<file path="src/rtl/hyperbus_rd_capture_if.sv">
// Bus bundle for the HyperBus read-data capture stage.
// Groups the burst control, DDR capture inputs and the FWFT output stream
// so the controller/consumer side (master) and the capture block (slave)
// connect through one port.
//   start_i/len_i/abort_i/clear_i : burst control from the controller
//   datar_i/rwdsr_i               : DDR-captured DQ word and RWDS pair
//   dat_o/valid_o/ready_i         : FIFO head with consumer backpressure
//   busy_o/done_o/timeout_o       : burst status
//   overflow_o/phase_err_o        : sticky error flags
//   level_o                       : FIFO occupancy
interface hyperbus_rd_capture_if #(
  parameter int WIDTH = 8,
  parameter int DEPTH = 16,
  parameter int LEN_W = 9
) ();
  logic                     start_i;
  logic [LEN_W-1:0]         len_i;
  logic                     abort_i;
  logic                     clear_i;
  logic [2*WIDTH-1:0]       datar_i;
  logic [1:0]               rwdsr_i;
  logic [2*WIDTH-1:0]       dat_o;
  logic                     valid_o;
  logic                     ready_i;
  logic                     busy_o;
  logic                     done_o;
  logic                     timeout_o;
  logic                     overflow_o;
  logic                     phase_err_o;
  logic [$clog2(DEPTH):0]   level_o;

  modport master (
    output start_i, len_i, abort_i, clear_i, datar_i, rwdsr_i, ready_i,
    input  dat_o, valid_o, busy_o, done_o, timeout_o, overflow_o,
           phase_err_o, level_o
  );

  modport slave (
    input  start_i, len_i, abort_i, clear_i, datar_i, rwdsr_i, ready_i,
    output dat_o, valid_o, busy_o, done_o, timeout_o, overflow_o,
           phase_err_o, level_o
  );
endinterface

</file>
<file path="src/rtl/hyperbus_rd_capture.sv">
// HyperBus read-data capture stage.
// Detects RWDS read strobes (pair 2'b10) while a burst is active, counts
// them against the requested length and buffers the captured words in a
// first-word-fall-through FIFO. A burst ends on the last strobe (done_o),
// after TIMEOUT strobe-less cycles (timeout_o) or on abort_i (FIFO flushed).
// Ports:
//   clk90 : capture clock
//   rst   : asynchronous, active-high reset
//   bus   : hyperbus_rd_capture_if slave modport (control, DDR data, FIFO
//           output stream, status and sticky error flags)
module hyperbus_rd_capture #(
  parameter int WIDTH   = 8,
  parameter int DEPTH   = 16,
  parameter int LEN_W   = 9,
  parameter int TIMEOUT = 64
) (
  input logic                   clk90,
  input logic                   rst,
  hyperbus_rd_capture_if.slave  bus
);

  localparam int AW = $clog2(DEPTH);
  localparam int LW = AW + 1;
  localparam int TW = $clog2(TIMEOUT + 1);
  localparam logic [TW-1:0] TMR_LOAD = TW'(TIMEOUT);
  localparam logic [LW-1:0] LVL_FULL = LW'(DEPTH);

  typedef enum logic [0:0] {
    ST_IDLE    = 1'b0,
    ST_CAPTURE = 1'b1
  } state_t;

  state_t             state_r, state_s;
  logic [LEN_W-1:0]   remaining_r, remaining_s;
  logic [TW-1:0]      timer_r, timer_s;
  logic               done_r, done_s;
  logic               timeout_r, timeout_s;
  logic               overflow_r, phase_err_r;
  logic               strobe_s, phase_set_s;
  logic               pop_s, push_s, drop_s, full_s, empty_s;
  logic [2*WIDTH-1:0] mem_r [DEPTH];
  logic [AW-1:0]      wr_ptr_r, rd_ptr_r;
  logic [LW-1:0]      count_r;

  // Burst FSM: next state, remaining/timer updates and end-of-burst pulses.
  always_comb begin
    state_s     = state_r;
    remaining_s = remaining_r;
    timer_s     = timer_r;
    done_s      = 1'b0;
    timeout_s   = 1'b0;
    strobe_s    = 1'b0;
    phase_set_s = 1'b0;
    case (state_r)
      ST_IDLE: begin
        if (bus.start_i) begin
          if (bus.len_i != {LEN_W{1'b0}}) begin
            state_s     = ST_CAPTURE;
            remaining_s = bus.len_i;
            timer_s     = TMR_LOAD;
          end else begin
            // Zero-length burst completes immediately.
            done_s = 1'b1;
          end
        end else begin
          state_s = ST_IDLE;
        end
      end
      ST_CAPTURE: begin
        phase_set_s = (bus.rwdsr_i == 2'b01);
        if (bus.abort_i) begin
          // Abort outranks a strobe in the same cycle; the word is discarded.
          state_s     = ST_IDLE;
          remaining_s = {LEN_W{1'b0}};
          timer_s     = {TW{1'b0}};
        end else if (bus.rwdsr_i == 2'b10) begin
          strobe_s    = 1'b1;
          remaining_s = remaining_r - LEN_W'(1);
          timer_s     = TMR_LOAD;
          if (remaining_r == LEN_W'(1)) begin
            done_s  = 1'b1;
            state_s = ST_IDLE;
          end else begin
            state_s = ST_CAPTURE;
          end
        end else if (timer_r == TW'(1)) begin
          timeout_s = 1'b1;
          timer_s   = {TW{1'b0}};
          state_s   = ST_IDLE;
        end else begin
          timer_s = timer_r - TW'(1);
        end
      end
      default: begin
        state_s     = ST_IDLE;
        remaining_s = {LEN_W{1'b0}};
        timer_s     = {TW{1'b0}};
      end
    endcase
  end

  // FSM state, counters and the registered done/timeout pulses.
  always_ff @(posedge clk90 or posedge rst) begin
    if (rst) begin
      state_r     <= ST_IDLE;
      remaining_r <= {LEN_W{1'b0}};
      timer_r     <= {TW{1'b0}};
      done_r      <= 1'b0;
      timeout_r   <= 1'b0;
    end else begin
      state_r     <= state_s;
      remaining_r <= remaining_s;
      timer_r     <= timer_s;
      done_r      <= done_s;
      timeout_r   <= timeout_s;
    end
  end

  // FIFO handshakes. A full FIFO still accepts a word when the head is
  // popped in the same cycle, so only a full-and-not-popping strobe drops.
  always_comb begin
    empty_s = (count_r == {LW{1'b0}});
    full_s  = (count_r == LVL_FULL);
    pop_s   = !empty_s && bus.ready_i;
    push_s  = strobe_s && (!full_s || pop_s);
    drop_s  = strobe_s && full_s && !pop_s;
  end

  // FIFO pointers and occupancy; abort flushes regardless of state.
  always_ff @(posedge clk90 or posedge rst) begin
    if (rst) begin
      wr_ptr_r <= {AW{1'b0}};
      rd_ptr_r <= {AW{1'b0}};
      count_r  <= {LW{1'b0}};
    end else if (bus.abort_i) begin
      wr_ptr_r <= {AW{1'b0}};
      rd_ptr_r <= {AW{1'b0}};
      count_r  <= {LW{1'b0}};
    end else begin
      if (push_s) begin
        wr_ptr_r <= wr_ptr_r + AW'(1);
      end
      if (pop_s) begin
        rd_ptr_r <= rd_ptr_r + AW'(1);
      end
      case ({push_s, pop_s})
        2'b10:   count_r <= count_r + LW'(1);
        2'b01:   count_r <= count_r - LW'(1);
        default: count_r <= count_r;
      endcase
    end
  end

  // FIFO storage; contents are only observable through a non-empty head,
  // so the array needs no reset.
  always_ff @(posedge clk90) begin
    if (push_s && !bus.abort_i) begin
      mem_r[wr_ptr_r] <= bus.datar_i;
    end
  end

  // Sticky error flags: a set in the same cycle as clear_i wins.
  always_ff @(posedge clk90 or posedge rst) begin
    if (rst) begin
      overflow_r  <= 1'b0;
      phase_err_r <= 1'b0;
    end else begin
      if (drop_s) begin
        overflow_r <= 1'b1;
      end else if (bus.clear_i) begin
        overflow_r <= 1'b0;
      end
      if (phase_set_s) begin
        phase_err_r <= 1'b1;
      end else if (bus.clear_i) begin
        phase_err_r <= 1'b0;
      end
    end
  end

  // Head word is forced to zero while empty so dat_o is clean after reset/flush.
  assign bus.dat_o       = empty_s ? {(2*WIDTH){1'b0}} : mem_r[rd_ptr_r];
  assign bus.valid_o     = !empty_s;
  assign bus.level_o     = count_r;
  assign bus.busy_o      = (state_r == ST_CAPTURE);
  assign bus.done_o      = done_r;
  assign bus.timeout_o   = timeout_r;
  assign bus.overflow_o  = overflow_r;
  assign bus.phase_err_o = phase_err_r;

endmodule

</file>
<file path="src/flat_wrapper.sv">
// flat-port wrapper written by rule: the top's interface ports become plain ports
module hyperbus_rd_capture_flat 
#(
  parameter int WIDTH   = 8,
  parameter int DEPTH   = 16,
  parameter int LEN_W   = 9,
  parameter int TIMEOUT = 64
)
  (clk90, rst, bus_start_i, bus_len_i, bus_abort_i, bus_clear_i, bus_datar_i, bus_rwdsr_i, bus_ready_i, bus_dat_o, bus_valid_o, bus_busy_o, bus_done_o, bus_timeout_o, bus_overflow_o, bus_phase_err_o, bus_level_o);
  hyperbus_rd_capture_if #(.WIDTH(WIDTH), .DEPTH(DEPTH), .LEN_W(LEN_W)) bus_i ();
  input logic clk90;
  input logic rst;
  input wire logic [$bits(bus_i.start_i)-1:0] bus_start_i;
  input wire logic [$bits(bus_i.len_i)-1:0] bus_len_i;
  input wire logic [$bits(bus_i.abort_i)-1:0] bus_abort_i;
  input wire logic [$bits(bus_i.clear_i)-1:0] bus_clear_i;
  input wire logic [$bits(bus_i.datar_i)-1:0] bus_datar_i;
  input wire logic [$bits(bus_i.rwdsr_i)-1:0] bus_rwdsr_i;
  input wire logic [$bits(bus_i.ready_i)-1:0] bus_ready_i;
  output wire logic [$bits(bus_i.dat_o)-1:0] bus_dat_o;
  output wire logic [$bits(bus_i.valid_o)-1:0] bus_valid_o;
  output wire logic [$bits(bus_i.busy_o)-1:0] bus_busy_o;
  output wire logic [$bits(bus_i.done_o)-1:0] bus_done_o;
  output wire logic [$bits(bus_i.timeout_o)-1:0] bus_timeout_o;
  output wire logic [$bits(bus_i.overflow_o)-1:0] bus_overflow_o;
  output wire logic [$bits(bus_i.phase_err_o)-1:0] bus_phase_err_o;
  output wire logic [$bits(bus_i.level_o)-1:0] bus_level_o;
  assign bus_i.start_i = bus_start_i;
  assign bus_i.len_i = bus_len_i;
  assign bus_i.abort_i = bus_abort_i;
  assign bus_i.clear_i = bus_clear_i;
  assign bus_i.datar_i = bus_datar_i;
  assign bus_i.rwdsr_i = bus_rwdsr_i;
  assign bus_i.ready_i = bus_ready_i;
  assign bus_dat_o = bus_i.dat_o;
  assign bus_valid_o = bus_i.valid_o;
  assign bus_busy_o = bus_i.busy_o;
  assign bus_done_o = bus_i.done_o;
  assign bus_timeout_o = bus_i.timeout_o;
  assign bus_overflow_o = bus_i.overflow_o;
  assign bus_phase_err_o = bus_i.phase_err_o;
  assign bus_level_o = bus_i.level_o;
  hyperbus_rd_capture #(.WIDTH(WIDTH), .DEPTH(DEPTH), .LEN_W(LEN_W), .TIMEOUT(TIMEOUT)) u_core (.clk90(clk90), .rst(rst), .bus(bus_i));
endmodule
</file>
<file path="config.mk">
export PLATFORM = sky130hd
export DESIGN_NAME = hyperbus_rd_capture_flat
export DESIGN_NICKNAME = d
export VERILOG_FILES = /design/src/rtl/hyperbus_rd_capture_if.sv /design/src/rtl/hyperbus_rd_capture.sv /design/src/flat_wrapper.sv
export SDC_FILE = /design/constraint.sdc
export NUM_CORES = 1
export LEC_CHECK = 0
export ABC_AREA = 1
export BUFFER_PORTS_ARGS = -buffer_cell sky130_fd_sc_hd__buf_4
export CORE_UTILIZATION = 45
export DETAILED_ROUTE_END_ITERATION = 12
export PLACE_DENSITY = 0.62
export SYNTH_ARGS = -nofsm -noshare
export SYNTH_HDL_FRONTEND = slang
export SYNTH_SLANG_ARGS = --single-unit
</file>
<file path="constraint.sdc">
create_clock -name clk90 -period 3 [get_ports clk90]
set_clock_uncertainty 0.15 [all_clocks]
set_input_delay 0.3 -clock clk90 [delete_from_list [all_inputs] [get_ports clk90]]
set_output_delay 0.3 -clock clk90 [all_outputs]
set_load 0.01 [all_outputs]
</file>
==> run summary <==
======================================================================================================
Count of antenna-violating nets left after detailed routing                                          0
Start-to-end type of the worst setup path                                                 flip-flop to output pin
Critical path required time                                                                    2550 ps
Fraction of final layout cells sized beyond drive strength 1                                    16.80%
Status                                                                                    finished, violations left
Half-perimeter wire length after detailed placement                                           17710 µm
Largest fanout on the critical path                                                                 38
Share of the cycle needed by the critical path after routing                                    96.06%
Via count of the first global-routing pass                                                        8116
Failing checks                                                                            design-rule violations
Die outline height                                                                            166.6 µm
Number of design rule violations left after detail routing                                           3
Total negative slack                                                                              0 ps
Drt first-iter violations                                                                          857
Number of post-CTS setup repair buffers                                                              0
Placed inst area                                                                             13250 µm²
Number of violations of the max-capacitance limit                                                    0
Initial antenna violation count                                                                      0
Number of filler cells placed in the layout                                                       2166
Count of nets after finishing                                                                     1152
Worst EP arrival                                                                               2430 ps
Number of H-tree branching levels                                                                    1
Distinct cell type count of the synthesized netlist                                                 40
Total power density per cell area                                                         793.1 nW/µm²
Final Critical Period                                                                          2882 ps
Clock transition at the register clock pins on the worst setup and hold paths after CTS          60 ps
Post-Synthesis Net Count                                                                          1042
Biggest cell delay along the critical path                                                      470 ps
Inserted Clock Buffers                                                                              30
P_leak                                                                                        5.213 nW
Site row count                                                                                      59
Clock Latency Late Sink                                                                         550 ps
Slew Viols, Final                                                                                    0
All-layer global routing usage                                                                  22.16%
Slowest cell on the critical path                                                         sky130_fd_sc_hd__dfrtp_4
Unrepaired setup endpoints after global routing                                                     no
Post-Synthesis Cell Area                                                                     12190 µm²
Area added between synthesis and finish                                                         19.58%
Final Cell Area                                                                              14570 µm²
Yosys warning count                                                                                  0
Largest net degree at the start of global routing                                                   67
Die area                                                                                     27740 µm²
Sum of routed wire length over all layers                                                     30310 µm
Placer Congestion                                                                               0.8407
Non-filler instance count after layout                                                            1466
Path class of the lowest-slack min-delay path                                             input port to flip-flop
Final hold vios                                                                                      0
Worst voltage drop across the vdd grid                                                        460.9 µV
Placed Cells incl. Taps                                                                           1380
Global route total overflow                                                                          0
Port buffer count                                                                                   59
CP Cell Sequence                                                                          buf_6 > o21ai_0 > o221ai_1 > nand3_1 > a21oi_1 > buf_4
First-pass GRT wire length                                                                    47270 µm
Avg Inst Size Synth                                                                          12.21 µm²
Floorplan core area                                                                          26280 µm²
Clock root buffer                                                                         sky130_fd_sc_hd__clkbuf_16
Ports                                                                                               60
Maximum clock rate                                                                           347.0 MHz
CTS tree                                                                                          done
Least-Margin Pin Slew                                                                          1001 ps
Number of antenna diodes                                                                             0
Proportion of synthesized chip area in sequential cells                                         70.07%
Critical path endpoint category                                                             output pin
Relative slew margins                                                                           33.21%
Effective utilization at floorplan                                                              46.37%
Final setup violating endpoints                                                                      0
Number of register bits inferred by synthesis                                                      290
Clock net sink count                                                                               290
Longest Clk Path Bufs                                                                                3
Cells after synthesis                                                                              998
Mean number of vias per cell                                                                     5.683
Detailed-router iteration count before antenna repair                                                9
Average wire per standard cell                                                                20.67 µm
Die extent in x                                                                               166.6 µm
Crit path launch type                                                                        flip-flop
Total via count in the routed design                                                              8332
======================================================================================================
## layout by cell type, fill, tap and decap left out, drive strengths merged
master | synthesis | layout
clkinv | 1 | 14
inv | 49 | 49
a21oi | 25 | 25
dfrtp | 34 | 34
a32o | 1 | 1
o221ai | 48 | 48
nand2 | 69 | 69
edfxtp | 256 | 256
ha | 11 | 11
clkinvlp | 0 | 1
a211oi | 1 | 1
clkbuf | 24 | 36
nand3 | 49 | 49
o21ai | 164 | 164
nor3 | 8 | 8
xnor2 | 1 | 1
nand3b | 1 | 1
o22ai | 24 | 24
bufinv | 0 | 5
xor2 | 6 | 6
a32oi | 1 | 1
buf | 31 | 102
dlygate4sd3 | 0 | 31
a22oi | 1 | 1
nor2 | 186 | 186
nand4 | 7 | 7
## report_power, final
part,internal (W),switching [W],total (W)
combinational,0.00114,0.00193,0.00308
clock,0.00226,0.00152,0.00378
sequential,0.00455,0.000157,0.00470
## through the flow
step / total power (W) / utilization [%] / hold WS [ps] / setup slack [ps]
global route: 0.01211 / 55.45 / 18.27 / 2.834
global placement: 0.007762 / 50.41 / 350.4 / 632.4
finish: 0.01156 / 55.45 / 8.475 / 118.3
floorplan: 0.006738 / - / 213.1 / 753.5
CTS: 0.01159 / 55.40 / 7.034 / 57.09
detailed placement: 0.007802 / 50.41 / 346.8 / 611.4
## flip-flops by register name (all words and copies together), names as in the netlist
name,flops
u_core.mem_r,256
u_core.remaining_r,9
u_core.timer_r,7
u_core.bus.level_o,5
u_core.rd_ptr_r,4
u_core.wr_ptr_r,4
u_core.bus.busy_o,1
u_core.bus.done_o,1
u_core.bus.overflow_o,1
u_core.bus.phase_err_o,1
u_core.bus.timeout_o,1
## worst paths after layout
| kind | startpoint | endpoint | slack [ps] | cells after the start |
|---|---|---|---|---|
| min reg2reg | u_core.bus.level_o[4]$_DFFE_PP0P_ | u_core.bus.level_o[4]$_DFFE_PP0P_ | 370 | 2 |
| min in group asynchronous | rst | u_core.bus.level_o[3]$_DFFE_PP0P_ | 390 | 3 |
| max in group asynchronous | rst | u_core.remaining_r[3]$_DFFE_PP0P_ | 1570 | 4 |
| max | u_core.rd_ptr_r[0]$_DFFE_PP0P_ | bus_dat_o[1] | 120 | 6 |
| max reg2reg | u_core.bus.level_o[4]$_DFFE_PP0P_ | u_core.mem_r[0][4]$_DFFE_PP_ | 730 | 8 |
| min | bus_rwdsr_i[1] | u_core.bus.phase_err_o$_DFFE_PP0P_ | 8 | 4 |
## worst max-delay path, delay by kind of cell, from the launching register on
kind	cells	cell delay (ps)
compound gates	3	800
buf+inv	2	500
simple gates	1	100
flops	1	470
## cell type report
| cell class | instances | area (µm²) | area share [%] |
|---|---|---|---|
| clock inverter | 19 | 226.5 | 1.554 |
| clock buffer | 36 | 773.2 | 5.307 |
| sequential | 290 | 8543 | 58.63 |
| inverter | 50 | 195.2 | 1.340 |
| tap | 335 | 419.2 | 2.877 |
| multi-input combinational | 603 | 3193 | 21.91 |
| timing repair buffer | 133 | 1221 | 8.381 |
## synthesized netlist by cell type
library cell | number | area share (%)
sky130_fd_sc_hd__buf_4 | 9 | 0.55
sky130_fd_sc_hd__nand2_2 | 3 | 0.15
sky130_fd_sc_hd__nand3_2 | 3 | 0.25
sky130_fd_sc_hd__nor2_2 | 3 | 0.15
sky130_fd_sc_hd__dfrtp_1 | 34 | 7.0
sky130_fd_sc_hd__a211oi_1 | 1 | 0.062
sky130_fd_sc_hd__buf_8 | 1 | 0.12
sky130_fd_sc_hd__a32oi_1 | 1 | 0.072
sky130_fd_sc_hd__nor2_8 | 1 | 0.16
sky130_fd_sc_hd__nor2_1 | 181 | 5.6
sky130_fd_sc_hd__buf_6 | 4 | 0.37
sky130_fd_sc_hd__inv_2 | 9 | 0.28
sky130_fd_sc_hd__nand2_4 | 2 | 0.18
sky130_fd_sc_hd__nand3_4 | 2 | 0.29
sky130_fd_sc_hd__nand3b_1 | 1 | 0.062
sky130_fd_sc_hd__a32o_1 | 1 | 0.082
sky130_fd_sc_hd__nor3_2 | 1 | 0.082
sky130_fd_sc_hd__nor3_1 | 7 | 0.29
sky130_fd_sc_hd__nand4_1 | 7 | 0.36
sky130_fd_sc_hd__nand3_1 | 44 | 1.8
sky130_fd_sc_hd__a22oi_1 | 1 | 0.062
sky130_fd_sc_hd__o21ai_1 | 19 | 0.78
sky130_fd_sc_hd__buf_1 | 1 | 0.031
sky130_fd_sc_hd__buf_2 | 16 | 0.66
sky130_fd_sc_hd__nor2_4 | 1 | 0.092
sky130_fd_sc_hd__nand2_1 | 64 | 2.0
sky130_fd_sc_hd__o221ai_1 | 48 | 3.5
sky130_fd_sc_hd__o21ai_0 | 145 | 6.0
sky130_fd_sc_hd__o22ai_1 | 24 | 1.2
sky130_fd_sc_hd__clkbuf_1 | 22 | 0.68
sky130_fd_sc_hd__ha_1 | 11 | 1.1
sky130_fd_sc_hd__inv_4 | 1 | 0.051
sky130_fd_sc_hd__a21oi_4 | 1 | 0.13
sky130_fd_sc_hd__clkinv_1 | 1 | 0.031
sky130_fd_sc_hd__xor2_1 | 6 | 0.43
sky130_fd_sc_hd__clkbuf_2 | 2 | 0.082
sky130_fd_sc_hd__edfxtp_1 | 256 | 63
sky130_fd_sc_hd__inv_1 | 39 | 1.2
sky130_fd_sc_hd__a21oi_1 | 24 | 0.99
sky130_fd_sc_hd__xnor2_1 | 1 | 0.072
## cell families after synthesis
logic type | share of synthesized area [%]
DFF | 70.07
buffers and inverters | 4.056
AOI/OAI and AO/OA | 12.81
and+or+nand+nor | 11.43
xor gates and xnor gates | 0.5031
adders and majority gates | 1.129
## routing by layer
metal	GRT usage, %	vias up	wire length [µm]
met1	31.61	4110	13470
met5	0	-	0
met4	6.562	0	813
li1	-	3891	-
met3	3.066	49	1885
met2	35.48	282	14140
## repair_timing
item                                    4_1_cts  5_1_grt
gates resized for setup                       0        5
hold buffers                                 31        0
hold endpoints to repair                    294        0
endpoints found under the setup margin        0       15
No activity file was read; power rests on OpenSTA's default activity.
